==> src/rtl/fetch_sequencer.sv <==
// Instruction-fetch sequencer: FETCH (req/ack) -> ISSUE (valid/ready) -> ADVANCE (one PC command), at least 3 cycles per instruction.
// Optional fetch watchdog under FETCH_TIMEOUT_EN; stalls on missing ack or ready simply extend the current state.
module fetch_sequencer #(
  parameter int ADDR_W      = 16,
  parameter int INSTR_W     = 16,
  parameter int TIMEOUT_CYC = 15
) (
  input  logic               clk,
  input  logic               reset_n,
  input  logic [ADDR_W-1:0]  pc_in,
  output logic [1:0]         pc_control,
  output logic [ADDR_W-1:0]  branch_addr,
  output logic [ADDR_W-1:0]  jump_addr,
  output logic               imem_req,
  output logic [ADDR_W-1:0]  imem_addr,
  input  logic               imem_ack,
  input  logic [INSTR_W-1:0] imem_rdata,
  output logic               instr_valid,
  output logic [INSTR_W-1:0] instr_out,
  output logic [ADDR_W-1:0]  instr_pc,
  input  logic               instr_ready,
  input  logic [3:0]         flags,
  output logic               halted,
  output logic               fetch_err
);

  typedef enum logic [1:0] {
    S_FETCH   = 2'd0,
    S_ISSUE   = 2'd1,
    S_ADVANCE = 2'd2,
    S_HALTED  = 2'd3
  } state_t;

  localparam logic [1:0] CMD_HOLD = 2'b00;
  localparam logic [1:0] CMD_INC  = 2'b01;
  localparam logic [1:0] CMD_BR   = 2'b10;
  localparam logic [1:0] CMD_JMP  = 2'b11;

  localparam logic [INSTR_W-1:0] HALT_WORD = {{(INSTR_W-1){1'b0}}, 1'b1};

  state_t              state_q, state_d;
  logic [1:0]          cmd_q, cmd_d;
  logic [INSTR_W-1:0]  instr_out_q, instr_out_d;
  logic [ADDR_W-1:0]   instr_pc_q, instr_pc_d;
  logic [ADDR_W-1:0]   branch_addr_q, branch_addr_d;
  logic [ADDR_W-1:0]   jump_addr_q, jump_addr_d;

`ifdef FETCH_TIMEOUT_EN
  localparam logic [3:0] WAIT_LAST = 4'(TIMEOUT_CYC - 1);
  logic [3:0] wait_cnt_q, wait_cnt_d;
  logic       fetch_err_q, fetch_err_d;
`endif

  logic              is_halt;
  logic              is_jmp;
  logic              is_br;
  logic              br_taken;
  logic [ADDR_W-1:0] br_target;
  logic [ADDR_W-1:0] jmp_target;

  // Decode of the held word; flags only matter on the ISSUE handshake cycle.
  assign is_halt    = (instr_out_q == HALT_WORD);
  assign is_jmp     = (instr_out_q[INSTR_W-1 -: 4] == 4'hF);
  assign is_br      = (instr_out_q[INSTR_W-1 -: 4] == 4'hE);
  assign br_taken   = (instr_out_q[11:8] == 4'h0) || ((instr_out_q[11:8] & flags) != 4'h0);
  assign br_target  = instr_pc_q + {{(ADDR_W-8){instr_out_q[7]}}, instr_out_q[7:0]};
  assign jmp_target = {instr_pc_q[ADDR_W-1 -: 4], instr_out_q[11:0]};

  always_comb begin
    state_d       = state_q;
    cmd_d         = cmd_q;
    instr_out_d   = instr_out_q;
    instr_pc_d    = instr_pc_q;
    branch_addr_d = branch_addr_q;
    jump_addr_d   = jump_addr_q;
`ifdef FETCH_TIMEOUT_EN
    wait_cnt_d    = wait_cnt_q;
    fetch_err_d   = fetch_err_q;
`endif

    case (state_q)
      S_FETCH: begin
        if (imem_ack) begin
          instr_out_d = imem_rdata;
          instr_pc_d  = pc_in;
          state_d     = S_ISSUE;
        end
`ifdef FETCH_TIMEOUT_EN
        else if (wait_cnt_q == WAIT_LAST) begin
          fetch_err_d = 1'b1;
          state_d     = S_HALTED;
        end else begin
          wait_cnt_d = wait_cnt_q + 4'd1;
        end
`endif
      end

      S_ISSUE: begin
        if (instr_ready) begin
          if (is_halt) begin
            cmd_d   = CMD_HOLD;
            state_d = S_HALTED;
          end else begin
            state_d = S_ADVANCE;
            if (is_jmp) begin
              cmd_d       = CMD_JMP;
              jump_addr_d = jmp_target;
            end else if (is_br) begin
              cmd_d         = br_taken ? CMD_BR : CMD_INC;
              branch_addr_d = br_target;
            end else begin
              cmd_d = CMD_INC;
            end
          end
        end
      end

      S_ADVANCE: begin
        state_d = S_FETCH;
`ifdef FETCH_TIMEOUT_EN
        wait_cnt_d = 4'd0;
`endif
      end

      S_HALTED: begin
        state_d = S_HALTED;
      end

      default: begin
        state_d = S_FETCH;
      end
    endcase
  end

  always_ff @(posedge clk or negedge reset_n) begin
    if (!reset_n) begin
      state_q       <= S_FETCH;
      cmd_q         <= CMD_HOLD;
      instr_out_q   <= '0;
      instr_pc_q    <= '0;
      branch_addr_q <= '0;
      jump_addr_q   <= '0;
    end else begin
      state_q       <= state_d;
      cmd_q         <= cmd_d;
      instr_out_q   <= instr_out_d;
      instr_pc_q    <= instr_pc_d;
      branch_addr_q <= branch_addr_d;
      jump_addr_q   <= jump_addr_d;
    end
  end

`ifdef FETCH_TIMEOUT_EN
  always_ff @(posedge clk or negedge reset_n) begin
    if (!reset_n) begin
      wait_cnt_q  <= 4'd0;
      fetch_err_q <= 1'b0;
    end else begin
      wait_cnt_q  <= wait_cnt_d;
      fetch_err_q <= fetch_err_d;
    end
  end
  assign fetch_err = fetch_err_q;
`else
  assign fetch_err = 1'b0;
`endif

  // Reset state is FETCH, so the request is gated by reset_n to drop it while reset is held.
  assign imem_req    = reset_n && (state_q == S_FETCH);
  assign imem_addr   = imem_req ? pc_in : '0;
  assign instr_valid = (state_q == S_ISSUE);
  assign instr_out   = instr_out_q;
  assign instr_pc    = instr_pc_q;
  assign pc_control  = (state_q == S_ADVANCE) ? cmd_q : CMD_HOLD;
  assign branch_addr = branch_addr_q;
  assign jump_addr   = jump_addr_q;
  assign halted      = (state_q == S_HALTED);

endmodule

==> config.mk <==
export PLATFORM = sky130hd
export DESIGN_NAME = fetch_sequencer
export DESIGN_NICKNAME = d
export VERILOG_FILES = /design/src/rtl/fetch_sequencer.sv
export SDC_FILE = /design/constraint.sdc
export NUM_CORES = 1
export LEC_CHECK = 0
export ABC_AREA = 1
export BUFFER_PORTS_ARGS = -buffer_cell sky130_fd_sc_hd__buf_2
export CAP_MARGIN = 25
export CORE_UTILIZATION = 45
export CTS_CLUSTER_DIAMETER = 100
export CTS_CLUSTER_SIZE = 14
export DETAILED_ROUTE_END_ITERATION = 12
export HOLD_SLACK_MARGIN = 0.12
export PLACE_DENSITY_LB_ADDON = 0.15
export REMOVE_ABC_BUFFERS = 1
export SLEW_MARGIN = 10
export SYNTH_ARGS = -nofsm -noshare
export SYNTH_HDL_FRONTEND = slang
export SYNTH_SLANG_ARGS = --single-unit
==> constraint.sdc <==
create_clock -name clk -period 6.2 [get_ports clk]
set_clock_uncertainty 0.2 [all_clocks]
set_input_delay 0.31 -clock clk [delete_from_list [all_inputs] [get_ports clk]]
set_output_delay 0.31 -clock clk [all_outputs]
set_load 0.01 [all_outputs]
Word-level counts from Yosys, hierarchy flattened
Index checks and enable logic that the tools add are counted.

Register bits: 68. Input port bits: 40.

Add/subtract/negate cells: 1. Equality and inequality tests: 8. Muxes and demuxes: 10. Bitwise operators: 3. Reduce and logical (&&, ||, !) cells: 10.

Operators with widths (number): 16-bit adder (1); 16-bit by 1-bit == test with 1-bit output, second input constant (1); 16-bit 2-to-1 mux (1); 2-bit 2-to-1 mux (7); 4-bit == test, second input constant (2); 2-bit one-hot mux with 4 select lines (1); 2-bit AND reduction (3); 5-bit AND reduction (1); 4-bit AND (1); 2-bit == test, second input constant (2); 4-bit logical NOT (1); 4-bit AND reduction (1); 4-bit nonzero test (1); 2-bit by 1-bit == test with 1-bit output, second input constant (1); 2-bit logical NOT (1); 2-bit by 1-bit inequality test with 1-bit output, second input constant (1); 2-bit inequality test, second input constant (1); 1-bit inverter (2); 1-bit logical AND (1); 1-bit logical OR (1); 1-bit 2-to-1 mux (1).

Logic depth before layout (Yosys ltp)
Gate-level depths: netlist (run 1).

Word-level depth: 7. Depth in mapped cells: 11.

Least setup slack after synthesis (run 1)
No wires, ideal clock.

Kind: register to register. Start point: register instr_out_q[0], in the netlist instr_out[0]. End point: register branch_addr_q[8], in the netlist branch_addr[8]. Setup time: 0.116 ns. Data arrival time: 1.679 ns. Required time: 5.884 ns. Path slack: 4.204 ns. Cell stages (with the launch flop): 11. Path buffers: 0. Cell sequence: dfrtp_1 ha_1 fa_1 nand2_1 nand2_1 and2_1 nand2_1 nand2_1 xor2_1 nand2_1 nand2_1.

Cells in the longest elaborated chain, start to end: 3. Elaborated cells between the ends (all ways): 4. Classes of those cells: 1 x add/sub; 1 x eq/ne; 1 x bitwise; 1 x reduce/logical.

RTL lines: start, declared (RTL line 43) `logic [INSTR_W-1:0] instr_out_q, instr_out_d;`; start signal, assigned (RTL line 146) `instr_out_q <= instr_out_d;`; parallel branches: the longest is 3 deep, another holds 16-bit adder; end signal, assigned (RTL line 148) `branch_addr_q <= branch_addr_d;`; end, declared (RTL line 45) `logic [ADDR_W-1:0] branch_addr_q, branch_addr_d;`.

Several ways; the timed one is not identified. A chain may end at the register's enable or synchronous reset.

Final worst setup path (run 1)
Start point: input port reset_n. End point: output port imem_addr[12].

Cells in the longest elaborated chain, start to end: 2.

RTL lines: start, declared (RTL line 9) `input logic reset_n,`; 1-bit logical AND (RTL line 169) `assign imem_req = reset_n && (state_q == S_FETCH);`; 16-bit 2-to-1 mux (RTL line 170) `assign imem_addr = imem_req ? pc_in : '0;`; end, declared (RTL line 15) `output logic [ADDR_W-1:0] imem_addr,`.

Every way passes these cells.

==> flow_metrics.tcl, run 1 <==
set metrics [dict create \
    status "completed" \
    io_buffer_count 124 \
    reg2reg_to "branch_addr[12]" \
    min-delay-path-class "input port to flip-flop" \
    synthDistinctLibCells 32 \
    cp_max_fo 69 \
    dp_hpwl_um 6580 \
    ant_nets 0 \
    drc 0 \
    first_global_vias 3428 \
    cts_buffers 9 \
    clkSlewWorstSetupHoldPaths_ps 80 \
    hold_viol 0 \
    cts-root-buf "clkbuf_8" \
    pwr_density_cell_nw_per_um2 531 \
    setup_viol 0 \
    share_seq_of_total_power_pct 31.9 \
    worstSetupEndpointType "primary output" \
    maxCapViolCount 0 \
    ys_seq_elements 68 \
    vias 3582 \
    place_congestion 0.843 \
    cts.sinks 68 \
    start_util_pct 47.2 \
    avgRoutedWirePerCell_um 12.9 \
    nets 694 \
    whs_ps 243 \
    grtUsageTotal_pct 23.9 \
    die_w_um 92.8 \
    grt_max_degree 70 \
    syn2layout_area_growth_pct 33.1 \
    grt_pass1_wl_um 15900 \
    hp-start "flags[1]" \
    finalMaxSlewViolations 0 \
    p_switching_mw 1.22 \
    rrSetupSlack_ps 3950 \
    syn_area_um2 3710 \
    async_flop_share_pct 100 \
    design.portCount 126 \
    worstPathArrival_ps 2720 \
    slew_headroom_pct 37.7 \
    synth_warnings 0 \
    cts_setup_buffers 0 \
    core_um2 7850 \
    ff_latch_area_um2 1700 \
    die_area_um2 8610 \
    startpoint_type "input port" \
    clk_latency_ps 350 \
    tns_ps 0 \
    p_comb_share_pct 54.3 \
    grt_overflow 0 \
    worstSetupPathType "input port to primary output" \
    synth_area_per_cell_um2 7.72 \
    synth_edf_count 0 \
    h-tree-depth 3 \
    die_y_um 92.8 \
    clkPwrFrac_pct 13.8 \
    endpoint "imem_addr[12]" \
    synthFlopType "dfrtp_1" \
    cts_resized 0 \
    r2r_cells 8 \
    rsz0062_at_grt "false" \
    synthCells 480 \
    multi_input_area_um2 1710 \
    min_period_ps 3230 \
    crit_start "reset_n" \
    timing.final.crit_share_pct 52.2 \
    hold_buffers 34 \
    drt_iter0_drc 124 \
    p_leak_nw 2.87 \
    power.internal_mw 1.40 \
    drive_gt1_share_pct 24.1 \
    routed_wl_um 9580 \
    rows 32 \
    antenna_found_initial 0 \
    p_sw_share_pct 46.4 \
    fmax_mhz 309 \
    max-clock-path-buffers 2 \
    cp.required_ps 5690 \
    drtPass1Iterations 4 \
    seq_area_frac_synth_pct 45.9 \
    reg2reg_from "instr_out[7]" \
    via_per_inst 4.81 \
    cts_tree "done" \
    irDropWorstVdd_v 0.000372 \
    antennaDiodeCount 0 \
    worst_pin_slew_ps 931 \
    fill_cells 725 \
]
## cell usage after synthesis (2+ instances only)
| master | number | area (um2) |
|---|---|---|
| o21a_1 | 2 | 15.0 |
| mux2_2 | 3 | 33.8 |
| nand3b_1 | 5 | 37.5 |
| nand2_1 | 170 | 638 |
| a21oi_1 | 11 | 55.1 |
| dfrtp_1 | 68 | 1700 |
| nor3_1 | 4 | 20.0 |
| ha_1 | 15 | 188 |
| nor2_1 | 41 | 154 |
| nand3_1 | 20 | 100 |
| o21ai_1 | 16 | 80.1 |
| o21ai_0 | 22 | 110 |
| xnor2_1 | 7 | 61.3 |
| inv_2 | 5 | 18.8 |
| mux2_1 | 9 | 101 |
| inv_1 | 57 | 214 |
| clkbuf_1 | 5 | 18.8 |
| buf_2 | 5 | 25.0 |
| nand4_1 | 2 | 12.5 |
## through the flow
stage          power, mW  area (um2)  std cells  util (%)  worst slack, ps
6_report            2.62        4930        745      62.9             2970
5_1_grt             2.89        4930        745      62.9             2720
4_1_cts             2.64        4930        745      62.9             2960
3_5_place_dp        2.25        4400        695      56.1             3510
3_3_place_gp        2.22        4400        695      56.1             3570
2_1_floorplan       1.77        3640        468         -             4120
## area by class of cell
cell class	instances	share of cell area, %
repair buffers	159	19.6
multi-input cells	337	34.6
flip-flops and latches	68	34.5
clock buffers	10	2.59
well taps	102	2.59
inverters	63	4.82
clock inverters	6	1.29
## sequential cells by signal (all words and copies together) (netlist names)
| name | cells |
|---|---|
| cmd_q | 2 |
| jump_addr | 16 |
| state_q | 2 |
| branch_addr | 16 |
| instr_out | 16 |
| instr_pc | 16 |
## critical path, cell delays in order
cell and delay [ps]:
dlygate4sd3_1 520, buf_2 90, buf_4 660, nand2_1 650
nor2_1 280, buf_2 170
## how the worst min path moves through the flow
stage	end	depth (start not counted)
after floorplan	branch_addr[0]	0
after global routing	cmd_q[0]	6
final	cmd_q[0]	6
after detailed placement	branch_addr[13]	2
after global placement	jump_addr[13]	2
after CTS	cmd_q[0]	6
## power groups by stage
stage	Sequential [mW]	Clock [mW]	Combinational, mW
4_1_cts	0.837	0.372	1.43
3_5_place_dp	0.844	0	1.41
3_3_place_gp	0.837	0	1.39
2_1_floorplan	0.894	0	0.877
5_1_grt	0.870	0.392	1.63
6_report	0.835	0.363	1.42
## layer usage
layer	vias to the layer above	part of all wire [%]	wire length, um	GRT usage (%)
li1	1820	-	-	-
met1	1621	44	4240	29.5
met2	125	48	4590	41.4
met3	16	6.0	579	4.60
met4	0	1.8	168	8.72
met5	-	0	0	0
## cell families after synthesis
family | synth area share (%)
xor gates and xnor gates | 1.89
adders and majority gates | 5.60
other | 0.101
DFF | 45.9
muxes | 3.64
and+or+nand+nor | 27.7
AOI/OAI and AO/OA | 7.02
buffers and inverters | 8.10
## cells in the final DEF (no fill, tap or decap), drive strengths merged, types with 12 or more instances in the layout
master         n
nand3         21
buf          125
nand2        172
dlygate4sd3   34
ha            15
dfrtp         68
nor2          43
o21ai         38
mux2          12
inv           63
(Power assumes the default switching activity.)
==> run 2: changes to the inputs <==
==> constraint.sdc (replaced) <==
create_clock -name clk -period 3 [get_ports clk]
set_clock_uncertainty 0.2 [all_clocks]
set_input_delay 0.15 -clock clk [delete_from_list [all_inputs] [get_ports clk]]
set_output_delay 0.15 -clock clk [all_outputs]
set_load 0.01 [all_outputs]
==> run 2 against run 1 <==
  * Cell count is 0.40% higher
  * Register-to-register slack lost 3200 ps
  * Sequential power grew 110%
  * Sequential share of layout area shrank 0.079 points
  * Non-clock buffer count increased by 3
  * Combinational power increased by 110%
  * Critical path depth grew 2
  * Global-route usage grew 0.84 points
  * Routed wire length up 3.8%
  * Power up 110%
  * Critical path type is now flip-flop to flip-flop
  * Largest cell class unchanged
  * Highest routed layer unchanged
==> flow_metrics.tcl, run 2 (same netlist as run 1, synthesis figures left out) <==
set metrics [dict create \
    final_cell_mix "nand2_1, buf_2, dfrtp_1" \
    rows 32 \
    die_w_um 92.8 \
    tns_ps 0 \
    setup_viol 0 \
    max-clock-path-buffers 2 \
    wl_met1_um 4660 \
    share_seq_of_total_power_pct 31.9 \
    routed_wl_um 9950 \
    hold_viol 0 \
    p_leak_nw 2.87 \
    final_area_um2 4950 \
    reg2reg_to "branch_addr[12]" \
    clkPwrFrac_pct 12.8 \
    slew_headroom_pct 43.0 \
    grtUsageTotal_pct 24.7 \
    finalPower_mw 5.42 \
    worst_pin_slew_ps 855 \
    rsz0062_at_grt "false" \
    io_buffer_count 124 \
    cts-root-buf "clkbuf_8" \
    maxCapViolCount 0 \
    holdPathStages 7 \
    cp_max_fo 23 \
    worstSetupEndpointType "flip-flop" \
    antenna_found_initial 0 \
    clk_latency_ps 350 \
    place_area_um2 4420 \
    min-delay-path-class "input port to flip-flop" \
    drive_gt1_share_pct 24.3 \
    grt_max_degree 69 \
    h-tree-depth 3 \
    fmax_mhz 449 \
    place_inst 697 \
    min_to "cmd_q[0]" \
    worstSetupPathType "flip-flop to flip-flop" \
    drtPass1Iterations 4 \
    die_area_um2 8610 \
    via_per_inst 4.84 \
    pwr_density_cell_nw_per_um2 1100 \
    layout_commonest_cell "nand2_1" \
    p_comb_share_pct 55.4 \
    place_congestion 0.842 \
    dp_hpwl_um 6820 \
    p_sw_share_pct 47.3 \
    clkSlewWorstSetupHoldPaths_ps 70 \
    nets 697 \
    grt_overflow 0 \
    worstPathArrival_ps 2310 \
    wl_met3_um 567 \
    wl_met2_um 4610 \
    grt_pass1_wl_um 16500 \
    syn2layout_area_growth_pct 33.4 \
    drt_iter0_drc 112 \
    design.portCount 126 \
    cts.sinks 68 \
    cp_slowest_cell "dfrtp_1" \
    power.internal_mw 2.86 \
    antennaDiodeCount 0 \
    ant_nets 0 \
    first_global_vias 3439 \
    min_period_ps 2230 \
    timing.final.crit_share_pct 74.3 \
    cts_tree "done" \
    max_stage_delay_ps 650 \
    avgRoutedWirePerCell_um 13.3 \
    irDropWorstVdd_v 0.000542 \
    whs_ps 153 \
    startpoint_type "flip-flop" \
    rrSetupSlack_ps 770 \
    die_y_um 92.8 \
    p_switching_mw 2.56 \
    cp.required_ps 3080 \
    fin_cells 748 \
    core_um2 7850 \
    status "completed" \
    reg2reg_from "instr_out[7]" \
    r2r_cells 8 \
    top_layer "met4" \
    hp-start "flags[3]" \
    finalMaxSlewViolations 0 \
    start_util_pct 47.2 \
    cp_cell_sequence "nor2_1 > nand2_1 > nor2_1 > nand2_2 > nand3_2 > inv_2 > nand3_1 > nand2_1" \
    cts_buffers 9 \
    drc 0 \
    vias 3621 \
]
[run 2: worst max-delay path by stage]
stage | from | to | slack (ps) | depth (start not counted)
final | instr_out[7] | branch_addr[12] | 770 | 8
after global routing | instr_out[7] | branch_addr[9] | 540 | 8
after CTS | instr_out[7] | branch_addr[12] | 780 | 8
after detailed placement | instr_out[7] | branch_addr[12] | 800 | 8
after global placement | instr_out[7] | branch_addr[10] | 920 | 8
after floorplan | state_q[1] | instr_out[14] | 920 | 3
[run 2: power by group through the flow]
| stage | logic (mW) | clock network [mW] | registers [mW] |
|---|---|---|---|
| final | 3.00 | 0.693 | 1.73 |
| after global routing | 3.40 | 0.755 | 1.79 |
| after floorplan | 1.81 | 0 | 1.85 |
| after global placement | 2.92 | 0 | 1.73 |
| after CTS | 3.01 | 0.703 | 1.73 |
| after detailed placement | 2.95 | 0 | 1.74 |
[run 2: timing repair]
action                                 4_1_cts  5_1_grt
gates resized for setup                      0        0
hold buffers                                35        0
endpoints found under the hold margin      104        0
buffers inserted                             0        0
setup endpoints to repair                    0        0
[run 2: cell type report]
cell class | instances | area [um2]
Clock buffer | 11 | 141
Clock inverter | 5 | 36.3
Fill cell | 740 | 2900
Inverter | 63 | 238
Multi-Input combinational cell | 337 | 1710
Sequential cell | 68 | 1700
Tap cell | 102 | 128
Timing Repair Buffer | 162 | 993
[run 2: routing by layer]
| layer | up-vias | global-route usage, % |
|---|---|---|
| li1 | 1821 | - |
| met4 | 0 | 8.85 |
| met1 | 1671 | 32.1 |
| met3 | 8 | 4.02 |
| met2 | 121 | 41.5 |
| met5 | - | 0 |
[run 2: metrics by stage]
step	util [%]	setup slack [ps]
floorplan	-	924
global placement	56.3	920
detailed placement	56.3	800
CTS	63.0	780
global route	63.0	537
finish	63.0	771
[run 2: critical path: cells and delay by family, from the launching register on]
kind | cells | cell delay, ps
and+or+nand+nor | 7 | 940
buffers and inverters | 1 | 370
DFF | 1 | 650
